**config.mk**
```make
export PLATFORM = sky130hd
export DESIGN_NAME = program_loader_flat
export DESIGN_NICKNAME = d
export VERILOG_FILES = /design/src/rtl/program_loader_if.sv /design/src/rtl/program_loader.sv /design/src/flat_wrapper.sv
export SDC_FILE = /design/constraint.sdc
export NUM_CORES = 1
export LEC_CHECK = 0
export CAP_MARGIN = 25
export CORE_MARGIN = 8
export CORE_UTILIZATION = 28
export DETAILED_ROUTE_END_ITERATION = 6
export PLACE_DENSITY_LB_ADDON = 0.05
export SLEW_MARGIN = 25
export SYNTH_ARGS = -nofsm -noshare
export SYNTH_HDL_FRONTEND = slang
export SYNTH_SLANG_ARGS = --single-unit
```
**constraint.sdc**
```tcl
create_clock -name clk -period 3.5 [get_ports clk]
set_clock_uncertainty 0.2 [all_clocks]
set_input_delay 0.7 -clock clk [delete_from_list [all_inputs] [get_ports clk]]
set_output_delay 0.7 -clock clk [all_outputs]
set_load 0.01 [all_outputs]
```
**src/rtl/program_loader_if.sv**
```systemverilog
// Byte-stream input and instruction-memory write bus for the program loader.
// master = stream source / memory side, slave = loader.
interface program_loader_if #(
    parameter int ADDR_W = 12
);
    logic [7:0]        in_data;
    logic              in_valid;
    logic              in_ready;
    logic              imem_we;
    logic [ADDR_W-1:0] imem_addr;
    logic [15:0]       imem_data;

    modport master (
        output in_data, in_valid,
        input  in_ready, imem_we, imem_addr, imem_data
    );

    modport slave (
        input  in_data, in_valid,
        output in_ready, imem_we, imem_addr, imem_data
    );
endinterface

```
**src/rtl/program_loader.sv**
```systemverilog
// Parses a framed program image (length, big-endian words, XOR checksum) from a
// byte stream and writes it to sequential instruction-memory addresses.
module program_loader #(
    parameter int IMEM_DEPTH = 4096,
    parameter int ADDR_W     = 12
) (
    input  logic                  clk,
    input  logic                  rst,
    input  logic                  start,
    program_loader_if.slave       bus,
    output logic                  busy,
    output logic                  done,
    output logic                  error,
    output logic [2:0]            error_code,
    output logic [12:0]           prog_len
);

    typedef enum logic [2:0] {
        S_IDLE, S_LEN_HI, S_LEN_LO, S_INS_HI, S_INS_LO, S_CHECK, S_DONE, S_ERR
    } state_t;

    localparam logic [2:0] E_ZERO_LEN = 3'd1;
    localparam logic [2:0] E_OPCODE   = 3'd2;
    localparam logic [2:0] E_BRANCH   = 3'd3;
    localparam logic [2:0] E_CHECKSUM = 3'd4;
    localparam logic [2:0] E_TOO_LONG = 3'd5;

    state_t        state, state_n;
    logic [15:0]   len_q;
    logic [7:0]    hi_q;
    logic [7:0]    xor_q;
    logic [ADDR_W:0] idx_q;

    logic          acc;
    logic [15:0]   len_w;
    logic [15:0]   word_w;
    logic          is_branch;
    logic          last_word;
    logic          start_acc;
    logic          wr_set;
    logic          done_set;
    logic          err_set;
    logic [2:0]    err_code_n;
    logic          rx_n;

    assign acc       = bus.in_valid && bus.in_ready;
    assign len_w     = {len_q[15:8], bus.in_data};
    assign word_w    = {hi_q, bus.in_data};
    assign is_branch = (hi_q[7:4] == 4'hC) || (hi_q[7:4] == 4'hD);
    assign last_word = (16'(idx_q) + 16'd1) == len_q;

    always_ff @(posedge clk or posedge rst) begin
        if (rst) state <= S_IDLE;
        else     state <= state_n;
    end

    always_comb begin
        state_n    = state;
        start_acc  = 1'b0;
        wr_set     = 1'b0;
        done_set   = 1'b0;
        err_set    = 1'b0;
        err_code_n = 3'd0;
        case (state)
            S_IDLE, S_DONE, S_ERR: begin
                if (start) begin
                    state_n   = S_LEN_HI;
                    start_acc = 1'b1;
                end
            end
            S_LEN_HI: if (acc) state_n = S_LEN_LO;
            S_LEN_LO: begin
                if (acc) begin
                    if (len_w == 16'd0) begin
                        err_set    = 1'b1;
                        err_code_n = E_ZERO_LEN;
                    end else if (len_w > 16'(IMEM_DEPTH)) begin
                        err_set    = 1'b1;
                        err_code_n = E_TOO_LONG;
                    end else begin
                        state_n = S_INS_HI;
                    end
                end
            end
            S_INS_HI: begin
                if (acc) begin
                    if (bus.in_data[7:4] == 4'hF) begin
                        err_set    = 1'b1;
                        err_code_n = E_OPCODE;
                    end else begin
                        state_n = S_INS_LO;
                    end
                end
            end
            S_INS_LO: begin
                if (acc) begin
                    // JUMP/CALL targets must land inside the program being loaded
                    if (is_branch && (16'(word_w[11:0]) >= len_q)) begin
                        err_set    = 1'b1;
                        err_code_n = E_BRANCH;
                    end else begin
                        wr_set  = 1'b1;
                        state_n = last_word ? S_CHECK : S_INS_HI;
                    end
                end
            end
            S_CHECK: begin
                if (acc) begin
                    if (bus.in_data == xor_q) begin
                        done_set = 1'b1;
                        state_n  = S_DONE;
                    end else begin
                        err_set    = 1'b1;
                        err_code_n = E_CHECKSUM;
                    end
                end
            end
            default: state_n = S_IDLE;
        endcase
        if (err_set) state_n = S_ERR;
    end

    // in_ready and busy follow the next state so they drop right after the
    // byte that ends reception
    assign rx_n = (state_n == S_LEN_HI) || (state_n == S_LEN_LO) ||
                  (state_n == S_INS_HI) || (state_n == S_INS_LO) ||
                  (state_n == S_CHECK);

    always_ff @(posedge clk or posedge rst) begin
        if (rst) begin
            bus.in_ready   <= 1'b0;
            bus.imem_we    <= 1'b0;
            bus.imem_addr  <= '0;
            bus.imem_data  <= '0;
            busy           <= 1'b0;
            done           <= 1'b0;
            error          <= 1'b0;
            error_code     <= 3'd0;
            prog_len       <= 13'd0;
            len_q          <= 16'd0;
            hi_q           <= 8'd0;
            xor_q          <= 8'd0;
            idx_q          <= '0;
        end else begin
            bus.in_ready <= rx_n;
            busy         <= rx_n;
            bus.imem_we  <= wr_set;
            done         <= done_set;

            if (start_acc) begin
                error      <= 1'b0;
                error_code <= 3'd0;
                xor_q      <= 8'd0;
                idx_q      <= '0;
                // a reload after a good load keeps the old length visible until it ends
                if (state != S_DONE) prog_len <= 13'd0;
            end

            if (acc && state != S_CHECK) xor_q <= xor_q ^ bus.in_data;
            if (acc && state == S_LEN_HI) len_q[15:8] <= bus.in_data;
            if (acc && state == S_LEN_LO) len_q[7:0]  <= bus.in_data;
            if (acc && state == S_INS_HI) hi_q <= bus.in_data;

            if (wr_set) begin
                bus.imem_addr <= idx_q[ADDR_W-1:0];
                bus.imem_data <= word_w;
                idx_q         <= idx_q + 1'b1;
            end

            if (done_set) prog_len <= len_q[12:0];

            if (err_set) begin
                error      <= 1'b1;
                error_code <= err_code_n;
                prog_len   <= 13'd0;
            end
        end
    end

endmodule

```
**src/flat_wrapper.sv**
```systemverilog
// flat-port wrapper written by rule: the top's interface ports become plain ports
module program_loader_flat 
#(
    parameter int IMEM_DEPTH = 4096,
    parameter int ADDR_W     = 12
)
  (clk, rst, start, busy, done, error, error_code, prog_len, bus_in_data, bus_in_valid, bus_in_ready, bus_imem_we, bus_imem_addr, bus_imem_data);
  program_loader_if #(.ADDR_W(ADDR_W)) bus_i ();
  input  logic clk;
  input  logic rst;
  input  logic start;
  output logic busy;
  output logic done;
  output logic error;
  output logic [2:0] error_code;
  output logic [12:0] prog_len;
  input wire logic [$bits(bus_i.in_data)-1:0] bus_in_data;
  input wire logic [$bits(bus_i.in_valid)-1:0] bus_in_valid;
  output wire logic [$bits(bus_i.in_ready)-1:0] bus_in_ready;
  output wire logic [$bits(bus_i.imem_we)-1:0] bus_imem_we;
  output wire logic [$bits(bus_i.imem_addr)-1:0] bus_imem_addr;
  output wire logic [$bits(bus_i.imem_data)-1:0] bus_imem_data;
  assign bus_i.in_data = bus_in_data;
  assign bus_i.in_valid = bus_in_valid;
  assign bus_in_ready = bus_i.in_ready;
  assign bus_imem_we = bus_i.imem_we;
  assign bus_imem_addr = bus_i.imem_addr;
  assign bus_imem_data = bus_i.imem_data;
  program_loader #(.IMEM_DEPTH(IMEM_DEPTH), .ADDR_W(ADDR_W)) u_core (.clk(clk), .rst(rst), .start(start), .bus(bus_i), .busy(busy), .done(done), .error(error), .error_code(error_code), .prog_len(prog_len));
endmodule
```
# [After elaboration in Yosys (flattened, before gate mapping)]
# Index checks and enable logic that the tools add are counted.
[word_totals] ff_bits=96 in_bits=12 out_inout_bits=49 wordCells=112
[op_classes] addsub=2 order_cmp=2 eq_ne=19 mux=54 bitwise=1 n_reduce_logical=20
[ops] cell="13-bit two-way mux" count=6
[ops] cell="3-bit two-way mux" count=22
[ops] cell="1-bit two-way mux" count=19
[ops] cell="3-bit == test (second input constant)" count=6
[ops] cell="3-bit case mux with 6 select lines" count=1
[ops] cell="16-bit == test" count=1
[ops] cell="12-bit by 16-bit greater-or-equal comparator with 1-bit output" count=1
[ops] cell="16-bit by 13-bit > comparator with 1-bit output (second input constant)" count=1
[ops] cell="16-bit logical NOT" count=1
[ops] cell="8-bit two-way mux" count=2
[ops] cell="13-bit by 1-bit adder with 14-bit output (second input constant)" count=1
[ops] cell="13-bit by 1-bit adder with 13-bit output (second input constant)" count=1
[ops] cell="3-bit by 2-bit == test with 1-bit output (second input constant)" count=4
[ops] cell="4-bit == test (second input constant)" count=3
[ops] cell="3-bit case mux with 4 select lines" count=1
[ops] cell="8-bit == test" count=1
[ops] cell="8-bit bitwise XOR" count=1
[ops] cell="3-bit by 1-bit == test with 1-bit output (second input constant)" count=2
[ops] cell="1-bit logical AND" count=6
[ops] cell="3-bit inequality test (second input constant)" count=2
[ops] cell="2-bit nonzero test" count=3
[ops] cell="3-bit nonzero test" count=2
[ops] cell="1-bit logical OR" count=5
[ops] cell="2-bit two-way mux" count=2
[ops] cell="4 further kinds" count=4

# [Logic depth before layout (Yosys ltp)]
[depth] depth_word=12 mapped_depth=10

# [Worst setup path before layout]
# Ideal clock, no wire load.
[synth_timing] kind="input to register" startpoint="in bus_in_data[0]" endpoint="reg u_core.bus.imem_addr[0]" setup_time_ps=125 arrival_ps=2776 required_time_ps=3175 setup_slack_ps=399 cell_stages=9 n_path_buf=1 cell_sequence="inv_1 ha_1 nand2b_1 a21o_1 a211oi_1 o31ai_1 a211oi_2 buf_2 mux2_2"
[synth_via] elab_chain_cells=5
[synth_rtl] element="start, declared" line="flat_wrapper.sv:17" source="input wire logic [$bits(bus_i.in_data)-1:0] bus_in_data;"
[synth_rtl] element="12-bit by 16-bit greater-or-equal comparator with 1-bit output" line="program_loader.sv:98" source="if (is_branch && (16'(word_w[11:0]) >= len_q)) begin"
[synth_rtl] element="1-bit logical AND" line="program_loader.sv:98"
[synth_rtl] element="1-bit two-way mux" line="program_loader.sv:98"
[synth_rtl] element="1-bit two-way mux" line="program_loader.sv:96" source="if (acc) begin"
[synth_rtl] element="1-bit two-way mux" line="program_loader.sv:64" source="case (state)"
[synth_rtl] element="end signal, assigned" line="program_loader.sv:165" source="bus.imem_addr <= idx_q[ADDR_W-1:0];"
[synth_rtl] element="end, declared" line="program_loader_if.sv:20" source="output in_ready, imem_we, imem_addr, imem_data"
# No other way between the ends.
# A chain may end at the register's enable or synchronous reset.

# [Worst setup path in the final report]
[layout_timing] startpoint="in bus_in_data[0]" endpoint="reg u_core.bus.in_ready"
[layout_via] elab_chain_cells=11 elab_cells_between_ends=31 cone_classes="order compare: 2; eq/ne: 6; mux: 17; reduce/logical: 6"
[layout_rtl] element="16-bit by 13-bit > comparator with 1-bit output or 12-bit by 16-bit greater-or-equal comparator with 1-bit output (tied branches)" line="program_loader.sv:77, program_loader.sv:98"
[layout_rtl] element="3-bit two-way mux, or another cell as far along" line="program_loader.sv:77" source="end else if (len_w > 16'(IMEM_DEPTH)) begin"
[layout_rtl] element="3-bit two-way mux, or another cell as far along" line="program_loader.sv:74" source="if (len_w == 16'd0) begin"
[layout_rtl] element="3-bit two-way mux, or another cell as far along" line="program_loader.sv:73" source="if (acc) begin"
[layout_rtl] element="3-bit case mux with 6 select lines or 1-bit case mux with 4 select lines (tied branches)" line="program_loader.sv:64"
[layout_rtl] element="3-bit two-way mux *" line="program_loader.sv:120" source="if (err_set) state_n = S_ERR;"
[layout_rtl] element="3-bit by 1-bit == test with 1-bit output or 3-bit by 2-bit == test with 1-bit output (tied branches)" line="program_loader.sv:125" source="assign rx_n = (state_n == S_LEN_HI) || (state_n == S_LEN_LO) ||"
[layout_rtl] element="1-bit logical OR (2 in a row)" line="program_loader.sv:125"
[layout_rtl] element="1-bit logical OR" line="program_loader.sv:126" source="(state_n == S_INS_HI) || (state_n == S_INS_LO) ||"
[layout_rtl] element="1-bit logical OR *" line="program_loader.sv:126"
[layout_rtl] element="net u_core.rx_n" line="program_loader.sv:44" source="logic rx_n;"
[layout_rtl] element="end signal, assigned" line="program_loader.sv:145" source="bus.in_ready <= rx_n;"
[layout_rtl] element="end, declared" line="program_loader_if.sv:20"
# Mark *: on every way through the listed nets, which the timed path passes. The rest lies on a longest branch.

==> out/results.ini <==
[critical_path]
r2r-start = u_core.idx_q[1]
start_kind = input port
worstSetupEndpointType = flip-flop
cp_data_arrival_time_ns = 3.31
critical_path_class = input port to flip-flop
crit_required_ns = 3.55
rr_endpoint = u_core.state[1]
r2r_cells = 7
critPathMaxFanout = 3
ff2ff_setup_slack_ns = 0.45

[yosys]
syn_area_mm2 = 0.00511
yosysMostFrequentCell = dfrtp_1
synth-seq-cells = 96
ys_async_sr_fraction_pct = 100
yosysTopAreaCell = dfrtp_1
synth.distinct_cells = 53
synth_edf_count = 0
syn-num-nets = 537
yosys_warnings = 0
avgSynthCellArea_um2 = 9.99
synth_area_leaders = dfrtp_1 (47%), mux2_2 (10%), nand2_1 (4.0%), o21ai_0 (3.5%), ha_1 (3.4%)
ys_top_cells_by_count = dfrtp_1 (96), nand2_1 (54), mux2_2 (46)
synth_ff_type = dfrtp_1
yosysTopAreaCellShare_pct = 47.0
syn_inst = 511
synth_seq_area_share_pct = 47.0

[timing]
hold_viol_final = 0
grt_setup_unrepaired = no
finalCritPeriodShare_pct = 93.1
worst_slack_ns = 0.242
slew_violations = 0
relSlewSlack_pct = 58.7
tightest_slew_ns = 0.620
fmax_ghz = 0.307
setup-violations-final = 0
finalSetupTns_ns = 0
finalCriticalPeriod_ns = 3.26

[routing]
ant_nets = 0
firstDrtPassIters = 4
num_vias = 4045
viasPerCell = 4.90
drc = 0
drtIter0Drc = 236
wl_per_cell_um = 18.5
wirelength_um = 15200

[pwr]
power_per_cell_area_mw_per_mm2 = 692
intPower_mw = 2.85
irDropWorstVdd_mv = 0.299
clockPowerShare_pct = 22.3
p_leak_nw = 2.74
sequentialPowerShare_pct = 39.3
switching_power_mw = 1.64
swShare_pct = 36.5
pwr-share-comb_pct = 38.3

[clock_network]
cts-htree-levels = 3
clockRootBuffer = clkbuf_16
cts_buffers = 9
post-cts-setup-buffer-count = 0
cts_sinks = 96
clk_pin_slew_ns = 0.07
clock_latency_ns = 0.35
clockBufferDepth = 2
cts_tree = yes

[floorplanning]
die_h_um = 151
row_count = 49
die_x_um = 151
ios = 61
initial_utilization_pct = 28.5
core_area_mm2 = 0.0179
die_area_mm2 = 0.0228

[placed_design]
dp_slack_ns = -0.297
placed_area_mm2 = 0.00618
gp_congestion = 0.825
dp_hpwl_um = 11300
port_buffers = 60
dp_cells = 810

[global_route]
grt_usage_pct = 14.0
grt_max_degree = 47
first_global_vias = 4202
overflow = 0
grt_pass1_wl_um = 24300
antenna_found_initial = 0

[cells_and_area]
final_area_mm2 = 0.00648
fin_nets = 618
finalNonFillerCells = 825
finish.utilization_pct = 36.2
layout-drive-gt1-share_pct = 18.8
syn2layout_area_growth_pct = 27.0
n_antenna_cell = 0

[worst_hold_path]
hold_depth = 2
hp-start = u_core.error
worstHoldPathType = flip-flop to flip-flop
min_to = u_core.error

[flow_run]
cap_violations = 0

[run_status]
outcome = finished clean

cells by family after synthesis:
logic type / Yosys count / synth area share (%)
AOI/OAI and AO/OA: 93 / 11.1
adders and majority gates: 14 / 3.43
buffers and inverters: 52 / 4.41
xor gates and xnor gates: 19 / 3.63
muxes: 63 / 13.5
DFF: 96 / 47.0
and+or+nand+nor: 174 / 16.9
placed cells by master, fill, tap and decap left out, drive strengths merged, types with 4 or more instances in the layout:
| master | count |
|---|---|
| nand2b | 13 |
| a211oi | 6 |
| nand4 | 10 |
| clkbuf | 9 |
| nand2 | 54 |
| inv | 23 |
| a21oi | 24 |
| clkdlybuf4s50 | 60 |
| dfrtp | 96 |
| mux2 | 46 |
| nor3 | 11 |
| nand3 | 26 |
| o21ai | 37 |
| nor2 | 27 |
| xnor2 | 13 |
| clkinv | 4 |
| mux2i | 17 |
| ha | 14 |
| nor4 | 6 |
| xor2 | 6 |
| nor2b | 8 |
| a31oi | 4 |
| buf | 39 |
per-layer routing:
metal	track usage, %	vias to the layer above	wire length (um)
met2	22.5	61	7430
met3	2.45	15	565
met1	18.5	1995	7000
met4	5.29	0	241
li1	-	1974	-
met5	0	-	0
per-stage QoR:
step           power [mW]  hold slack, ns
2_1_floorplan        2.76           0.270
3_3_place_gp         3.51           0.261
3_5_place_dp         3.52           0.267
4_1_cts              4.55           0.284
5_1_grt              4.82           0.303
6_report             4.48           0.283
worst max-delay path by stage:
stage                    from                       to  slack (ns)  depth (start not counted)
3_5_place_dp   bus_in_data[1]       u_core.prog_len[2]       -0.30                         10
6_report       bus_in_data[0]      u_core.bus.in_ready        0.24                         12
3_3_place_gp   bus_in_data[1]       u_core.prog_len[0]       -0.30                         10
4_1_cts        bus_in_data[0]       u_core.prog_len[2]        0.08                         12
5_1_grt        bus_in_data[0]      u_core.bus.in_ready        0.03                         12
2_1_floorplan             rst  u_core.bus.imem_addr[0]        0.09                          1
power groups by stage:
stage               combinational [mW]  clock [mW]  sequential (mW)
floorplan                         1.08           0             1.68
global placement                  1.72           0             1.79
detailed placement                1.73           0             1.79
CTS                               1.74        1.04             1.77
global route                      1.92        1.08             1.82
finish                            1.72        1.00             1.76
flip-flops by register name, indices dropped and copies added (netlist names):
signal / flops
u_core.bus.imem_data: 16
u_core.len_q: 16
u_core.idx_q: 13
u_core.prog_len: 13
u_core.bus.imem_addr: 12
u_core.hi_q: 8
u_core.xor_q: 8
u_core.error_code: 3
u_core.state: 3
u_core.bus.imem_we: 1
u_core.bus.in_ready: 1
u_core.done: 1
u_core.error: 1
what timing repair did:
| item | 4_1_cts | 5_1_grt |
|---|---|---|
| endpoints found under the setup margin | 0 | 15 |
| gates resized for setup | 0 | 2 |
| hold buffers | 0 | 0 |
cell type report:
type                    instances  area (um^2)
flip-flops and latches         96         2400
fillers                      1823        11400
repair buffers                 99          918
inverters                      23         88.8
well taps                     229          287
multi-input cells             363         2500
clock buffers                   9          225
clock inverters                 6         61.3
critical path: stages:
cell and delay, ns:
clkdlybuf4s50_1 0.49, inv_1 0.06, ha_1 0.28, nand2b_1 0.14
a21o_1 0.17, a211oi_1 0.25, o31ai_1 0.17, buf_4 0.19
a21oi_1 0.28, a31oi_2 0.21, buf_4 0.18, a211oi_1 0.20
No activity file was read; power rests on OpenSTA's default activity.
